<file path="config.mk">
export PLATFORM = sky130hd
export DESIGN_NAME = ifu_fetch
export DESIGN_NICKNAME = d
export VERILOG_FILES = /design/src/rtl/ifu_fetch.sv
export SDC_FILE = /design/constraint.sdc
export NUM_CORES = 1
export LEC_CHECK = 0
export CORE_ASPECT_RATIO = 0.7
export CORE_MARGIN = 1
export CORE_UTILIZATION = 33
export CTS_BUF_LIST = sky130_fd_sc_hd__clkbuf_8
export DETAILED_ROUTE_END_ITERATION = 16
export PLACE_DENSITY_LB_ADDON = 0.12
export SYNTH_ARGS = -nofsm -noshare
export SYNTH_HDL_FRONTEND = slang
export SYNTH_SLANG_ARGS = --single-unit
</file>
<file path="constraint.sdc">
create_clock -name clk -period 2.17 [get_ports clk]
set_input_delay 0.3255 -clock clk [delete_from_list [all_inputs] [get_ports clk]]
set_output_delay 0.3255 -clock clk [all_outputs]
set_load 0.1 [all_outputs]
</file>
<file path="src/rtl/ifu_fetch.sv">
// Instruction fetch unit: owns the PC, fetches one word at a time,
// hands it to decode and waits for the next PC from write-back.
module ifu_fetch #(
  parameter logic [31:0] RESET_PC = 32'h8000_0000,
  parameter int          CNT_W    = 32
) (
  input  logic             clk,
  input  logic             rst,
  output logic             imem_req_valid,
  output logic [31:0]      imem_req_addr,
  input  logic             imem_req_ready,
  input  logic             imem_resp_valid,
  input  logic [31:0]      imem_resp_data,
  input  logic             imem_resp_err,
  output logic             out_valid,
  output logic [31:0]      out_inst,
  output logic [31:0]      out_pc,
  output logic             out_fault,
  input  logic             out_ready,
  input  logic             wb_valid,
  input  logic [31:0]      wb_dnpc,
  output logic [CNT_W-1:0] fetch_cnt
);

  typedef enum logic [1:0] {
    S_REQ,
    S_RESP,
    S_HOLD,
    S_WAIT_WB
  } state_e;

  state_e             state_q, state_d;
  logic [31:0]        pc_q, pc_d;
  logic               vld_q, vld_d;
  logic [31:0]        inst_q, inst_d;
  logic [31:0]        opc_q, opc_d;
  logic               flt_q, flt_d;
  logic [CNT_W-1:0]   cnt_q, cnt_d;

  // Next-state and registered-output decode for the fetch sequence.
  always_comb begin
    state_d = state_q;
    pc_d    = pc_q;
    vld_d   = vld_q;
    inst_d  = inst_q;
    opc_d   = opc_q;
    flt_d   = flt_q;
    cnt_d   = cnt_q;
    unique case (state_q)
      S_REQ: begin
        if (imem_req_ready) state_d = S_RESP;
      end
      S_RESP: begin
        if (imem_resp_valid) begin
          state_d = S_HOLD;
          vld_d   = 1'b1;
          inst_d  = imem_resp_err ? 32'h0 : imem_resp_data;
          flt_d   = imem_resp_err;
          opc_d   = pc_q;
        end
      end
      S_HOLD: begin
        if (out_ready) begin
          state_d = S_WAIT_WB;
          vld_d   = 1'b0;
          cnt_d   = cnt_q + CNT_W'(1);
        end
      end
      S_WAIT_WB: begin
        if (wb_valid) begin
          pc_d = {wb_dnpc[31:2], 2'b00};
          if (wb_dnpc[1:0] == 2'b00) begin
            state_d = S_REQ;
          end else begin
            // misaligned target: fault straight to decode, skip memory
            state_d = S_HOLD;
            vld_d   = 1'b1;
            inst_d  = 32'h0;
            flt_d   = 1'b1;
            opc_d   = wb_dnpc;
          end
        end
      end
      default: state_d = S_REQ;
    endcase
  end

  // State and output registers.
  always_ff @(posedge clk or negedge rst) begin
    if (!rst) begin
      state_q <= S_REQ;
      pc_q    <= RESET_PC;
      vld_q   <= 1'b0;
      inst_q  <= 32'h0;
      opc_q   <= RESET_PC;
      flt_q   <= 1'b0;
      cnt_q   <= '0;
    end else begin
      state_q <= state_d;
      pc_q    <= pc_d;
      vld_q   <= vld_d;
      inst_q  <= inst_d;
      opc_q   <= opc_d;
      flt_q   <= flt_d;
      cnt_q   <= cnt_d;
    end
  end

  assign imem_req_valid = (state_q == S_REQ);
  assign imem_req_addr  = pc_q;
  assign out_valid      = vld_q;
  assign out_inst       = inst_q;
  assign out_pc         = opc_q;
  assign out_fault      = flt_q;
  assign fetch_cnt      = cnt_q;

endmodule

</file>
==> qor.yml, run 1 <==
run_status:
  status: "complete, no violations"
yosys:
  postSynthCellCount: 424
  yosysTopAreaCell: "dfrtp_1"
  syn_area_sq_um: 5351
  synth_top_area_frac: 0.5986
  ys_ff_latch: 130
  synth_cell_type_count: 37
  yosysWarnings: 0
  synth_area_leaders: "dfrtp_1, mux2_2, mux2i_1, a22o_1, nand2_1"
  yosysSeqAreaShare: 0.6084
  syn_area_per_cell_sq_um: 12.62
clock_network:
  cts_tree: "done"
  clk_latency_ns: 0.43
  cts_buffers: 17
  clock-root-buffer: "clkbuf_8"
  cts_resized: 0
  cts_sinks: 130
  clk_pin_slew_ns: 0.07
  cts_buffer_depth: 2
  h-tree-depth: 4
finish:
  fin_util: 0.4986
  syn2layout_area_growth_pct: 46.20
  final_common_cell: "buf_4"
  design_area_sq_um: 7824
  final_cell_mix: "buf_4, dfrtp_1, clkdlybuf4s50_1"
  antenna_cells: 0
  drive_above_1_share: 0.3534
  final_nets: 707
worst_setup_path:
  crit_fanout: 9
  critPathLaunch: "state_q[1]"
  required_ns: 1.84
  worstPathArrival_ns: 1.45
  crit_slowest_cell: "dfrtp_1"
  cp_slowest_stage_delay_ns: 0.52
  critPathKind: "flip-flop to primary output"
  crit_chain: "nor2_1 > buf_12"
  rr_worst_depth: 5
  regToRegStartpoint: "fetch_cnt[4]"
  endpoint_kind: "primary output"
  cp-start-kind: "flip-flop"
grt:
  grt_overflow: 0
  track_usage: 0.1782
  grt_max_degree: 40
  antenna_found_initial: 0
  grt_pass1_vias: 4148
  grt_pass1_wl_um: 22540
die:
  start_util: 0.3411
  io_pins: 202
  rows: 38
  dieArea_sq_um: 16740
  fp.dieH_um: 108.5
  coreArea_sq_um: 15690
  fp.dieW_um: 154.2
timing:
  tns_ns: 0
  post-route-period-util: 0.8197
  tightest_slew_ns: 0.5574
  setup_viol_count_final: 0
  finClkSkew_ns: 0.01229
  final-hold-violation-count: 0
  max_clock_freq_mhz: 562.2
  relSlewSlack: 0.6284
  rsz0062_at_grt: "false"
  fin_crit_ns: 1.779
  slew_viol_final: 0
worst_hold_path:
  hold_path.class: "primary input to asynchronous set/reset pin"
routing:
  drtIter0Drc: 133
  wl_um: 14210
  ant_nets: 0
  drt-pass1-iter-count: 4
  dr_total_vias: 4071
  drc_errors: 0
  routedWlPerCell_um: 16.76
  avgViaCountPerCell: 4.801
job:
  max_cap_viol_count: 0
placement:
  port_buffers: 199
  placed_area_sq_um: 7407
  gp_congestion: 0.7342
  dpl.hpwl_um: 10190
per-layer routing:
layer,wire [um],share of wire,vias up,GRT usage
met3,1171,0.082,16,0.06653
met2,6414,0.45,129,0.2718
met5,0,0,-,0
met4,199,0.014,0,0.07214
li1,-,-,1910,-
met1,6427,0.45,2016,0.2293
worst max-delay path, delay by kind of cell (launching register included):
family	cells	cell delay, ns
and+or+nand+nor	1	0.29
buffers and inverters	1	0.21
DFF	1	0.52
stage by stage:
step,std cells,setup WS [ns],hold slack (ns)
2_1_floorplan,425,0.006951,0.02991
3_3_place_gp,815,0.2184,0.3353
3_5_place_dp,815,0.2035,0.3464
4_1_cts,848,0.3245,0.4039
5_1_grt,848,0.2837,0.4300
6_report,848,0.3913,0.4047
cell usage after synthesis:
cell type / number
mux2_2: 30
dfrtp_1: 128
nor3_4: 1
buf_4: 2
and4_1: 1
o211ai_1: 1
mux2i_1: 30
nor3_1: 2
nand4_2: 3
conb_1: 1
nand2_1: 56
a22o_1: 34
nor3_2: 1
mux4_2: 1
xor2_1: 12
nor2_2: 1
nand3_2: 1
clkbuf_1: 8
a21oi_1: 1
o21ai_0: 30
ha_1: 1
nand3b_4: 1
o21ai_1: 1
nand4_1: 7
inv_1: 6
nor4_1: 1
nor4_4: 1
buf_2: 14
and3b_1: 1
nor4b_2: 1
nor2_1: 14
and2_1: 2
dfstp_2: 2
and3_1: 2
xnor2_1: 19
nor4_2: 1
nand3_1: 6
cells by family after synthesis:
group	after synthesis	synth area share
XOR/XNOR	31	0.05074
AO/OA/AOI/OAI	67	0.08698
multiplexers	61	0.1235
AND/OR/NAND/NOR	103	0.1017
flip-flops	130	0.6084
adder cells (fa/ha/maj)	1	0.002338
buffers and inverters	30	0.02572
other	1	0.0007008
final timing paths:
kind                       slack [ns]                 to
max                              0.39     imem_req_valid
min                              0.40        out_inst[7]
max in group asynchronous        1.11  imem_req_addr[31]
max reg2reg                      0.42      fetch_cnt[30]
min reg2reg                      0.48       fetch_cnt[7]
min in group clk                 0.48       fetch_cnt[7]
sequential cells by signal, indices dropped and copies added, names as in the netlist:
| signal | count |
|---|---|
| fetch_cnt | 32 |
| out_inst | 32 |
| out_valid | 1 |
| out_fault | 1 |
| imem_req_addr | 30 |
| state_q | 2 |
| out_pc | 32 |
cell type report:
| cell class | count | area, sq um |
|---|---|---|
| Timing Repair Buffer | 215 | 1889 |
| Sequential cell | 130 | 3267 |
| Clock buffer | 19 | 261.5 |
| Multi-Input combinational cell | 265 | 1988 |
| Inverter | 6 | 22.52 |
| Tap cell | 200 | 250.2 |
| Fill cell | 1413 | 7866 |
| Clock inverter | 13 | 145.1 |
what timing repair did:
item | in CTS | in global routing
hold buffers | 1 | 0
endpoints found under the setup margin | 0 | 0
setup buffers | 0 | 0
endpoints found under the hold margin | 34 | 0
Power of run 1 is not shown: default switching activity piles up to over one toggle a cycle in this logic, so the estimate is an artifact.
==> run 2, diff against run 1 <==
==> constraint.sdc (replaced) <==
create_clock -name clk -period 1.85 [get_ports clk]
set_input_delay 0.2775 -clock clk [delete_from_list [all_inputs] [get_ports clk]]
set_output_delay 0.2775 -clock clk [all_outputs]
set_load 0.1 [all_outputs]
==> run 2 against run 1 <==
Net effect:
- worst hold slack worse by 0.13 ns
- sequential share of layout area down 0.57 points
- setup slack worse by 0.28 ns
- largest cell class unchanged
- cell count up 0.83%
- clock-buffer cell count down 2
- clock skew up 0.0058 ns
==> qor.yml, run 2 (synthesis results as in run 1) <==
run_status:
  status: "complete, no violations"
grt:
  track_usage: 0.1706
  grt_pass1_vias: 4026
  grt_max_degree: 44
  grt_pass1_wl_um: 21670
  antenna_found_initial: 1
  grt_overflow: 0
clock_network:
  cts_buffer_depth: 2
  clk_latency_ns: 0.43
  clock-root-buffer: "clkbuf_8"
  cts_tree: "done"
  cts_sinks: 130
  h-tree-depth: 4
  cts_buffers: 17
  clk_pin_slew_ns: 0.09
finish:
  antenna_cells: 0
  drive_above_1_share: 0.3893
  final_nets: 714
  final_cell_mix: "buf_4, dfrtp_1, clkdlybuf4s50_1"
  final_cells: 855
  design_area_sq_um: 8018
  syn2layout_area_growth_pct: 49.82
  final_common_cell: "buf_4"
placement:
  placed_area_sq_um: 7637
  gp_congestion: 0.7720
  dpl.hpwl_um: 9760
  dp.cells: 822
  port_buffers: 199
die:
  rows: 38
  fp.dieH_um: 108.5
  fp.dieW_um: 154.2
  coreArea_sq_um: 15690
  io_pins: 202
  dieArea_sq_um: 16740
  start_util: 0.3411
worst_setup_path:
  crit_fanout: 6
  critPathKind: "flip-flop to flip-flop"
  cp-start-kind: "flip-flop"
  worstPathArrival_ns: 2.08
  crit_chain: "and4_1 > and3_1 > nand4_2 > nor3_1 > xnor2_1"
  crit_slowest_cell: "dfrtp_4"
  endpoint_kind: "flip-flop"
  required_ns: 2.19
  critical_path_buf_inv_count: 0
  cp_slowest_stage_delay_ns: 0.45
  cp_top_family: "simple AND/OR/NAND/NOR gates"
routing:
  drtIter0Drc: 198
  routedWlPerCell_um: 16.05
  wl_um: 13720
  drc_errors: 0
  ant_nets: 0
  avgViaCountPerCell: 4.720
  dr_total_vias: 4036
  drt-pass1-iter-count: 4
timing:
  post-route-period-util: 0.9384
  slew_viol_final: 0
  finClkSkew_ns: 0.01812
  timing.hold.ws_ns: 0.2757
  max_clock_freq_mhz: 576.0
  setup_viol_count_final: 0
  tns_ns: 0
  rsz0062_at_grt: "false"
  fin_crit_ns: 1.736
  final-hold-violation-count: 0
worst_hold_path:
  hold_path.class: "primary input to asynchronous set/reset pin"
job:
  max_cap_viol_count: 0
[run 2: cell types whose count changed in the layout (fill, tap and decap cells not counted), sizes merged]
cell	delta
bufinv	-2
buf	+7
clkinvlp	+2
inv	+2
clkbuf	-2
[run 2: cell type report]
| type | instances | area [sq um] |
|---|---|---|
| fillers | 1394 | 7672 |
| flip-flops and latches | 130 | 3302 |
| repair buffers | 222 | 2083 |
| multi-input cells | 265 | 1991 |
| well taps | 200 | 250.2 |
| clock buffers | 17 | 234.0 |
| clock inverters | 15 | 135.1 |
| inverters | 6 | 22.52 |
[run 2: final timing paths]
| kind | startpoint | end | slack [ns] | cells after the start |
|---|---|---|---|---|
| worst min register to register | fetch_cnt[9] | fetch_cnt[9] | 0.48 | 1 |
| worst max register to register | fetch_cnt[5] | fetch_cnt[30] | 0.11 | 5 |
| worst max-delay path | fetch_cnt[5] | fetch_cnt[30] | 0.11 | 5 |
| min in group clk | imem_resp_data[13] | out_inst[13] | 0.44 | 2 |
| max in group asynchronous | rst | out_inst[16] | 0.92 | 3 |
| worst min-delay path | rst | fetch_cnt[16] | 0.28 | 2 |
[run 2: layer usage]
metal,wire [um],vias up,global-route usage,part of all wire
li1,-,1919,-,-
met1,6360,1974,0.2247,0.46
met2,6106,129,0.2568,0.45
met3,1102,12,0.06653,0.080
met4,142,2,0.05643,0.010
met5,9,-,0,0.00066
[run 2: timing repair]
| action | in CTS | in global routing |
|---|---|---|
| hold buffers | 1 | 0 |
| endpoints found under the hold margin | 36 | 0 |
| buffers inserted | 0 | 0 |
| setup endpoints to repair | 0 | 4 |
| resized for setup | 0 | 1 |
[run 2: through the flow]
step | util | worst slack, ns
after floorplan | - | 0.002982
after global placement | 0.4868 | -0.04527
after detailed placement | 0.4868 | -0.02193
after CTS | 0.5109 | 0.04158
after global routing | 0.5110 | 0.007073
final | 0.5110 | 0.1140
Power of run 2 is left out for the same reason.
==> run 3, diff against run 2 <==
==> constraint.sdc (replaced) <==
create_clock -name clk -period 1.85 [get_ports clk]
set_input_delay 0.2775 -clock clk [delete_from_list [all_inputs] [get_ports clk]]
set_output_delay 0.2775 -clock clk [all_outputs]
set_load 0.01 [all_outputs]
==> run 3 against run 2 <==
Net effect:
- via count increased by 2.0%
- final area increased by 2.7%
- sequential cell count unchanged
- global-route usage increased by 0.90 points
==> qor.yml, run 3 (synthesis results as in run 1) <==
timing:
  layout_setup_ws_ns: 0.05991
  max_clock_freq_mhz: 558.6
  fin_crit_ns: 1.790
  final-hold-violation-count: 0
  slew_viol_final: 0
  post-route-period-util: 0.9676
  rsz0062_at_grt: "true"
  setup_viol_count_final: 0
  finClkSkew_ns: 0.01016
worst_setup_path:
  cp-endpoint: "out_pc[31]"
  required_ns: 1.57
  cp-start-kind: "flip-flop"
  crit_fanout: 2
  regToRegStartpoint: "fetch_cnt[19]"
  critPathKind: "flip-flop to primary output"
  critical_path_buf_inv_count: 1
  crit_chain: "clkdlybuf4s50_1"
  critPathLaunch: "out_pc[31]"
  timing.rr.end: "fetch_cnt[29]"
  rr_worst_depth: 5
  crit_slowest_cell: "clkdlybuf4s50_1"
  cp_slowest_stage_delay_ns: 0.54
  endpoint_kind: "primary output"
  cp_top_family: "buffers and inverters"
  worst-path-stages: 1
  worstPathArrival_ns: 1.51
  r2r_slack_ns: 0.12
pwr:
  p_sw_frac: 0.3222
  p_clk_frac: 0.208
  power_density_nw_per_um2: 1553
  internal-power_w: 0.008673
  switching_power_w: 0.004123
  p_total_w: 0.01280
  seqPwrFrac: 0.363
  irDropWorstVdd_uv: 917.6
  p_leak_nw: 3.771
  combPwrFrac: 0.429
die:
  coreArea_sq_um: 15690
  fp.dieH_um: 108.5
  dieArea_sq_um: 16740
  io_pins: 202
  start_util: 0.3411
  fp.dieW_um: 154.2
  rows: 38
grt:
  track_usage: 0.1796
  grt_pass1_wl_um: 22760
  grt_overflow: 0
  grt_pass1_vias: 4231
  antenna_found_initial: 0
  grt_max_degree: 57
finish:
  design_area_sq_um: 8238
  register_area_sq_um: 3256
  syn2layout_area_growth_pct: 53.94
  final_nets: 718
  antenna_cells: 0
  final_cell_mix: "clkdlybuf4s50_1, dfrtp_1, nand2_1"
  fin_util: 0.5250
  final_common_cell: "clkdlybuf4s50_1"
  drive_above_1_share: 0.1624
  multiInputGateArea_sq_um: 1989
  final_cells: 859
  num-fill-cells: 1361
placement:
  gp_congestion: 0.7572
  placed_area_sq_um: 7780
  dp.cells: 826
  dpl.hpwl_um: 10350
  dp_slack_ns: -0.1250
  port_buffers: 199
clock_network:
  clk_pin_slew_ns: 0.07
  cts_buffers: 17
  h-tree-depth: 4
  cts_buffer_depth: 2
  clk_latency_ns: 0.44
  clock-root-buffer: "clkbuf_8"
  cts_tree: "done"
  cts_sinks: 130
worst_hold_path:
  hold_path.class: "primary input to asynchronous set/reset pin"
routing:
  routedWlPerCell_um: 16.51
  drt-pass1-iter-count: 5
  drtIter0Drc: 205
  ant_nets: 0
  dr_total_vias: 4117
  wl_um: 14190
  drc_errors: 0
  avgViaCountPerCell: 4.793
job:
  max_cap_viol_count: 0
run_status:
  status: "complete, no violations"
## run 3: cell count changes in the layout (fill, tap and decap cells not counted), moves of 6 or more
cell,previous run,this run
buf_12,19,6
buf_4,132,20
clkdlybuf4s50_1,69,194
dfrtp_1,103,128
dfrtp_2,19,0
dfrtp_4,6,0
## run 3: what timing repair did
action,CTS,global route
hold buffers,1,0
endpoints found under the hold margin,30,0
pin swaps,0,1
setup buffers,0,0
resized for setup,2,3
endpoints found under the setup margin,2,4
## run 3: worst min path at each step
stage	start	slack (ns)	endpoint	cells past startpoint
after global routing	rst	0.28	out_inst[24]	2
after detailed placement	rst	0.19	out_inst[24]	1
final	rst	0.29	out_inst[24]	2
after floorplan	rst	-0.02	fetch_cnt[0]	0
after CTS	rst	0.28	out_inst[24]	2
after global placement	rst	0.19	out_inst[24]	1
## run 3: area by class of cell
| cell class | count | area share |
|---|---|---|
| flip-flops and latches | 130 | 0.3952 |
| clock inverters | 13 | 0.02217 |
| inverters | 6 | 0.002734 |
| repair buffers | 226 | 0.2763 |
| clock buffers | 19 | 0.03174 |
| well taps | 200 | 0.03038 |
| multi-input cells | 265 | 0.2415 |
## run 3: power groups by stage
stage	clock network, W	registers, W	logic [W]
global route	0.00289	0.00480	0.00593
global placement	0	0.00464	0.00551
detailed placement	0	0.00470	0.00557
CTS	0.00277	0.00466	0.00557
floorplan	0	0.00509	0.00198
finish	0.00266	0.00465	0.00549
## run 3: metal layers
layer / routed length (um) / track usage
met5: 0 / 0
met4: 191 / 0.06714
met3: 1153 / 0.07054
met2: 6428 / 0.2763
met1: 6411 / 0.2288
## run 3: through the flow
step           hold WS (ns)  TNS [ns]
4_1_cts              0.2765         0
2_1_floorplan      -0.01809         0
3_3_place_gp         0.1875   -0.2076
5_1_grt              0.2841  -0.01676
3_5_place_dp         0.1880   -0.5120
6_report             0.2874         0
Power figures use the tool's default switching activity.
